[config.mk]
export PLATFORM = sky130hd
export DESIGN_NAME = regfile_mp
export DESIGN_NICKNAME = d
export VERILOG_FILES = /design/src/rtl/regfile_pkg.sv /design/src/rtl/regfile_scoreboard.sv /design/src/rtl/regfile_mp.sv
export SDC_FILE = /design/constraint.sdc
export NUM_CORES = 2
export LEC_CHECK = 0
export BUFFER_PORTS_ARGS = -buffer_cell sky130_fd_sc_hd__clkbuf_2
export CAP_MARGIN = 20
export CORE_MARGIN = 2
export CORE_UTILIZATION = 40
export CTS_BUF_LIST = sky130_fd_sc_hd__clkbuf_4 sky130_fd_sc_hd__clkbuf_8
export DETAILED_ROUTE_END_ITERATION = 16
export GPL_TIMING_DRIVEN = 0
export REMOVE_ABC_BUFFERS = 1
export SKIP_CTS_REPAIR_TIMING = 1
export SYNTH_ARGS = -nofsm -noshare
export SYNTH_HDL_FRONTEND = slang
export SYNTH_SLANG_ARGS = --single-unit
[constraint.sdc]
create_clock -name clk -period 7.32 [get_ports clk]
set_input_delay 1.464 -clock clk [delete_from_list [all_inputs] [get_ports clk]]
set_output_delay 1.464 -clock clk [all_outputs]
set_load 0.05 [all_outputs]
[src/rtl/regfile_pkg.sv]
// Shared constants, reset-mode encoding and write-port priority helper for regfile_mp.
package regfile_pkg;

  localparam int DEF_XLEN  = 32;
  localparam int DEF_DEPTH = 32;
  localparam int MAX_WR    = 2;

  typedef enum logic {
    RST_ZERO  = 1'b0,
    RST_INDEX = 1'b1
  } rst_mode_e;

  // Highest-index asserted hit wins; returns 0 when nothing hits.
  function automatic int wr_prio_sel(input logic [MAX_WR-1:0] hit);
    int sel;
    sel = 0;
    for (int w = 0; w < MAX_WR; w++) begin
      sel = hit[w] ? w : sel;
    end
    return sel;
  endfunction

endpackage

[src/rtl/regfile_scoreboard.sv]
// Busy-bit scoreboard: issue sets, accepted writes clear, issue beats clear on the
// same register; busy_cnt_o is the registered popcount of the busy vector.
module regfile_scoreboard
  import regfile_pkg::*;
#(
  parameter  int DEPTH = DEF_DEPTH,
  localparam int AW    = $clog2(DEPTH)
) (
  input  logic             clk,
  input  logic             reset,
  input  logic             issue_en_i,
  input  logic [AW-1:0]    issue_addr_i,
  input  logic [DEPTH-1:0] clr_i,
  output logic [DEPTH-1:0] busy_o,
  output logic [AW:0]      busy_cnt_o
);

  logic [DEPTH-1:0] busy_q;
  logic [DEPTH-1:0] busy_d;
  logic [AW:0]      cnt_q;
  logic [AW:0]      cnt_d;

  // Next busy vector and its population count
  always_comb begin
    busy_d = '0;
    cnt_d  = '0;
    for (int i = 0; i < DEPTH; i++) begin
      if (i == 0) begin
        busy_d[i] = 1'b0;
      end else if (issue_en_i && (issue_addr_i == AW'(i))) begin
        busy_d[i] = 1'b1;
      end else if (clr_i[i]) begin
        busy_d[i] = 1'b0;
      end else begin
        busy_d[i] = busy_q[i];
      end
      cnt_d = cnt_d + {{AW{1'b0}}, busy_d[i]};
    end
  end

  // Busy state and count registers
  always_ff @(posedge clk) begin
    if (reset) begin
      busy_q <= '0;
      cnt_q  <= '0;
    end else begin
      busy_q <= busy_d;
      cnt_q  <= cnt_d;
    end
  end

  assign busy_o     = busy_q;
  assign busy_cnt_o = cnt_q;

endmodule

[src/rtl/regfile_mp.sv]
// Multi-port register file with hardwired zero register and busy scoreboard.
// Optional same-cycle write-to-read forwarding when REGFILE_BYPASS_EN is defined.
module regfile_mp
  import regfile_pkg::*;
#(
  parameter  int XLEN           = DEF_XLEN,
  parameter  int DEPTH          = DEF_DEPTH,
  parameter  int NUM_RD         = 2,
  parameter  int NUM_WR         = 1,
  parameter  int RESET_TO_INDEX = 1,
  localparam int AW             = $clog2(DEPTH)
) (
  input  logic                   clk,
  input  logic                   reset,
  input  logic [NUM_RD*AW-1:0]   raddr,
  output logic [NUM_RD*XLEN-1:0] rdata,
  output logic [NUM_RD-1:0]      rbusy,
  input  logic [NUM_WR-1:0]      reg_wr,
  input  logic [NUM_WR*AW-1:0]   waddr,
  input  logic [NUM_WR*XLEN-1:0] wdata,
  input  logic                   issue_en,
  input  logic [AW-1:0]          issue_addr,
  output logic [AW:0]            busy_cnt
);

  localparam rst_mode_e RST_MODE = (RESET_TO_INDEX != 0) ? RST_INDEX : RST_ZERO;

  logic [XLEN-1:0]   regs_q [DEPTH];
  logic [XLEN-1:0]   regs_d [DEPTH];
  logic [MAX_WR-1:0] whit_s [DEPTH];
  logic [DEPTH-1:0]  wclr_s;
  logic [DEPTH-1:0]  busy_s;

  // Per-register write-port hits; register 0 never accepts a write
  always_comb begin
    wclr_s = '0;
    for (int i = 0; i < DEPTH; i++) begin
      whit_s[i] = '0;
      for (int w = 0; w < NUM_WR; w++) begin
        whit_s[i][w] = reg_wr[w] && (waddr[w*AW +: AW] == AW'(i)) && (i != 0);
      end
      wclr_s[i] = |whit_s[i];
    end
  end

  // Next register contents, highest write port wins on collision
  always_comb begin
    for (int i = 0; i < DEPTH; i++) begin
      if (wclr_s[i]) begin
        regs_d[i] = wdata[wr_prio_sel(whit_s[i])*XLEN +: XLEN];
      end else begin
        regs_d[i] = regs_q[i];
      end
    end
  end

  // Register array; reset checked first so a write in the reset cycle is dropped
  always_ff @(posedge clk) begin
    if (reset) begin
      for (int i = 0; i < DEPTH; i++) begin
        regs_q[i] <= (RST_MODE == RST_INDEX) ? XLEN'(i) : '0;
      end
    end else begin
      for (int i = 0; i < DEPTH; i++) begin
        regs_q[i] <= regs_d[i];
      end
    end
  end

  regfile_scoreboard #(
    .DEPTH (DEPTH)
  ) u_scoreboard (
    .clk          (clk),
    .reset        (reset),
    .issue_en_i   (issue_en),
    .issue_addr_i (issue_addr),
    .clr_i        (wclr_s),
    .busy_o       (busy_s),
    .busy_cnt_o   (busy_cnt)
  );

  // Read ports
  always_comb begin
    logic [AW-1:0]     ra;
    logic [MAX_WR-1:0] rhit;
    ra    = '0;
    rhit  = '0;
    rdata = '0;
    rbusy = '0;
    for (int p = 0; p < NUM_RD; p++) begin
      ra   = raddr[p*AW +: AW];
      rhit = '0;
`ifdef REGFILE_BYPASS_EN
      for (int w = 0; w < NUM_WR; w++) begin
        rhit[w] = reg_wr[w] && (waddr[w*AW +: AW] == ra) && (ra != '0);
      end
`endif
      if (|rhit) begin
        // Forwarded value is the one the write will commit; busy only if re-issued now
        rdata[p*XLEN +: XLEN] = wdata[wr_prio_sel(rhit)*XLEN +: XLEN];
        rbusy[p]              = issue_en && (issue_addr == ra);
      end else begin
        rdata[p*XLEN +: XLEN] = regs_q[ra];
        rbusy[p]              = busy_s[ra];
      end
    end
  end

endmodule

==> flow_summary.yaml <==
grt:
  grt_usage_pct: 24.99
  antenna_found_initial: 4
  grt_overflow: 0
  grt_pass1_wl_um: 234900
  grt_pass1_vias: 33410
  grt_max_degree: 79
critical_path:
  path_depth: 22
  critPathArrivalTime_ps: 7830
  crit_path_start_kind: "input port"
  critPathBufInv: 6
  path_max_fanout: 22
  crit_family: "adder cells"
  reg2regPathDepth: 17
  cp_common_cell: "fa_1"
  cp_cell_sequence: "clkbuf_2, nor4bb_4, buf_4, nand2_2, buf_12, a22o_1, ha_1, fa_1, fa_1, fa_1, fa_1, inv_1, fa_1, inv_1, fa_1, ha_1, inv_1, fa_1, nor2b_1, o21ai_0, a21boi_0, nor3_1"
  cp-end-kind: "register"
  worstPathRequired_ps: 8060
  path_class: "input port to register"
  reg2reg_slack_ps: 2090
  critical_path.max_stage_delay_ps: 520
  crit_path_top_delay_cell: "fa_1"
routing:
  met2WireLength_um: 75910
  drc_errors: 0
  avgViaCountPerCell: 6.360
  top_layer: "met4"
  first_pass_iters: 5
  drt-total-wl_um: 166200
  drt-met1-wl_um: 68000
  drt_iter0_markers: 4198
  met3_length_um: 16210
  wire_per_inst_um: 31.63
  ant_nets: 0
  vias: 33410
timing:
  hold_viol: 0
  period_share_pct: 96.87
  finalSetupViolations: 0
  grt_setup_unrepaired: "false"
  hold_ws_ps: 571.9
  max_freq_mhz: 141.0
  finalWorstSetupSlack_ps: 229.2
  maxSlewViolCount: 0
  slew_headroom_pct: 19.94
  tightest_slew_ps: 1191
  fin_skew_ps: 15.42
  fin_crit_ps: 7091
  setup_tns_ps: 0
min_path:
  hold_depth: 2
  hold_class: "register to register"
power:
  power_leakage_uw: 0.02005
  power_uw: 14010
  vdd_drop_max_mv: 0.1981
  powerDensity_nw_per_um2: 240.2
die:
  die_h_um: 363.3
  die_area_um2: 132000
  dieWidth_um: 363.3
  rows: 131
  ios: 128
  core_area_um2: 127800
  start_util_pct: 40.39
logic_synthesis:
  async_reset_ff_share_pct: 0
  netlist_area_um2: 51640
  syn_avg_cell_area_um2: 15.21
  synth.distinct_cells: 43
  synthFlopType: "edfxtp_1"
  synth_edf_count: 992
  synth_warnings: 0
  syn_inst: 3395
  yosysSeqAreaShare_pct: 59.12
  ys_ff_latch: 1029
clocking:
  clock_latency_ps: 900
  cts_buffers: 168
  cts_tree: "yes"
  cts_sinks: 1029
  path_clk_slew_ps: 60
  cts_max_level: 4
  cts_root_buffer: "clkbuf_8"
  clockBufferDepth: 3
placed_design:
  io_buffer_count: 127
  dp_slack_ps: -975.2
  hpwlAfterDp_um: 104200
  globalplace.congestion: 0.8353
  dpl-instance-area_um2: 55090
outcome:
  status: "finished, final reports clean"
finish:
  drive_gt1_share_pct: 27.88
  final_cell_mix: "992 x edfxtp_1, 533 x nor2_1, 396 x mux4_2"
  fin_nets: 3556
  layout_commonest_cell: "edfxtp_1"
  n_fill_cell: 11050
  area_growth_pct: 12.90
  stdcell_area_um2: 58300
job:
  max-cap-violations: 0
==> synthesized netlist by cell type (47+ instances only) <==
cell | n | area (um2)
inv_1 | 61 | 229.0
edfxtp_1 | 992 | 29790
mux2i_1 | 200 | 2002
o31ai_1 | 66 | 495.5
a22o_1 | 211 | 1848
clkbuf_1 | 198 | 743.2
buf_2 | 47 | 235.2
mux4_2 | 396 | 8919
a211oi_1 | 66 | 495.5
nand2_1 | 107 | 401.6
and2_1 | 87 | 544.3
mux2_2 | 65 | 732.0
o21ai_1 | 66 | 330.3
o22ai_1 | 66 | 412.9
nor2_1 | 536 | 2012
==> stage by stage <==
| stage | instances | utilization, % |
|---|---|---|
| after floorplan | 3082 | - |
| after global placement | 4871 | 41.35 |
| after detailed placement | 4959 | 43.09 |
| after CTS | 5248 | 45.54 |
| after global routing | 5251 | 45.60 |
| final | 5253 | 45.60 |
==> final timing paths <==
kind | from | to
worst max-delay path | waddr[0] | u_scoreboard.busy_cnt_o[4]
worst min-delay path | u_scoreboard.busy_o[23] | u_scoreboard.busy_o[23]
worst max register to register | u_scoreboard.busy_o[1] | u_scoreboard.busy_cnt_o[4]
worst min register to register | u_scoreboard.busy_o[23] | u_scoreboard.busy_o[23]
==> flip-flops by register name, indices dropped and copies added (netlist names) <==
name	count
u_scoreboard.busy_o	31
regs_q	992
u_scoreboard.busy_cnt_o	6
==> power by group <==
part / internal [uW] / switching (uW)
Sequential: 6880 / 174
Combinational: 809 / 1270
Clock: 2520 / 2350
==> routing by layer <==
metal / global-route usage (%) / vias to the layer above
met5: 0 / -
met4: 9.820 / 0
met3: 4.674 / 305
met2: 38.50 / 1920
met1: 35.16 / 17590
li1: - / 13590
==> cell families (layout without fill, tap and decap cells) <==
group           count (synthesis)  in the layout  synth area share, %
other cells                     0              4                    0
flops                        1029           1029                59.12
fa+ha+maj                      32             32                1.110
mux                           661            661                22.57
xor+xnor                        1              1              0.01696
compound gates                497            497                7.269
simple gates                  800            800                6.588
buf+inv                       375            567                3.327
==> worst reg2reg max path: stages, from the launching register on <==
cell	delay, ps
dfxtp_1	320
a22o_1	210
ha_1	300
fa_1	480
fa_1	520
fa_1	430
fa_1	510
inv_1	60
fa_1	480
inv_1	50
fa_1	510
ha_1	180
inv_1	70
fa_1	430
nor2b_1	160
o21ai_0	120
a21boi_0	180
nor3_1	60
==> layout make-up <==
type                    count  area (um2)  share of cell area (%)
flip-flops and latches   1029       30530                   52.37
clock buffers             226        2791                   4.788
multi-input cells        1991       19660                   33.73
inverters                  62       235.2                  0.4035
well taps                1662        2079                   3.567
repair buffers            216        2653                   4.550
diodes                      4       10.01                 0.01717
clock inverters            63       339.1                  0.5816
Note: power is estimated with default switching activity, not from simulation.
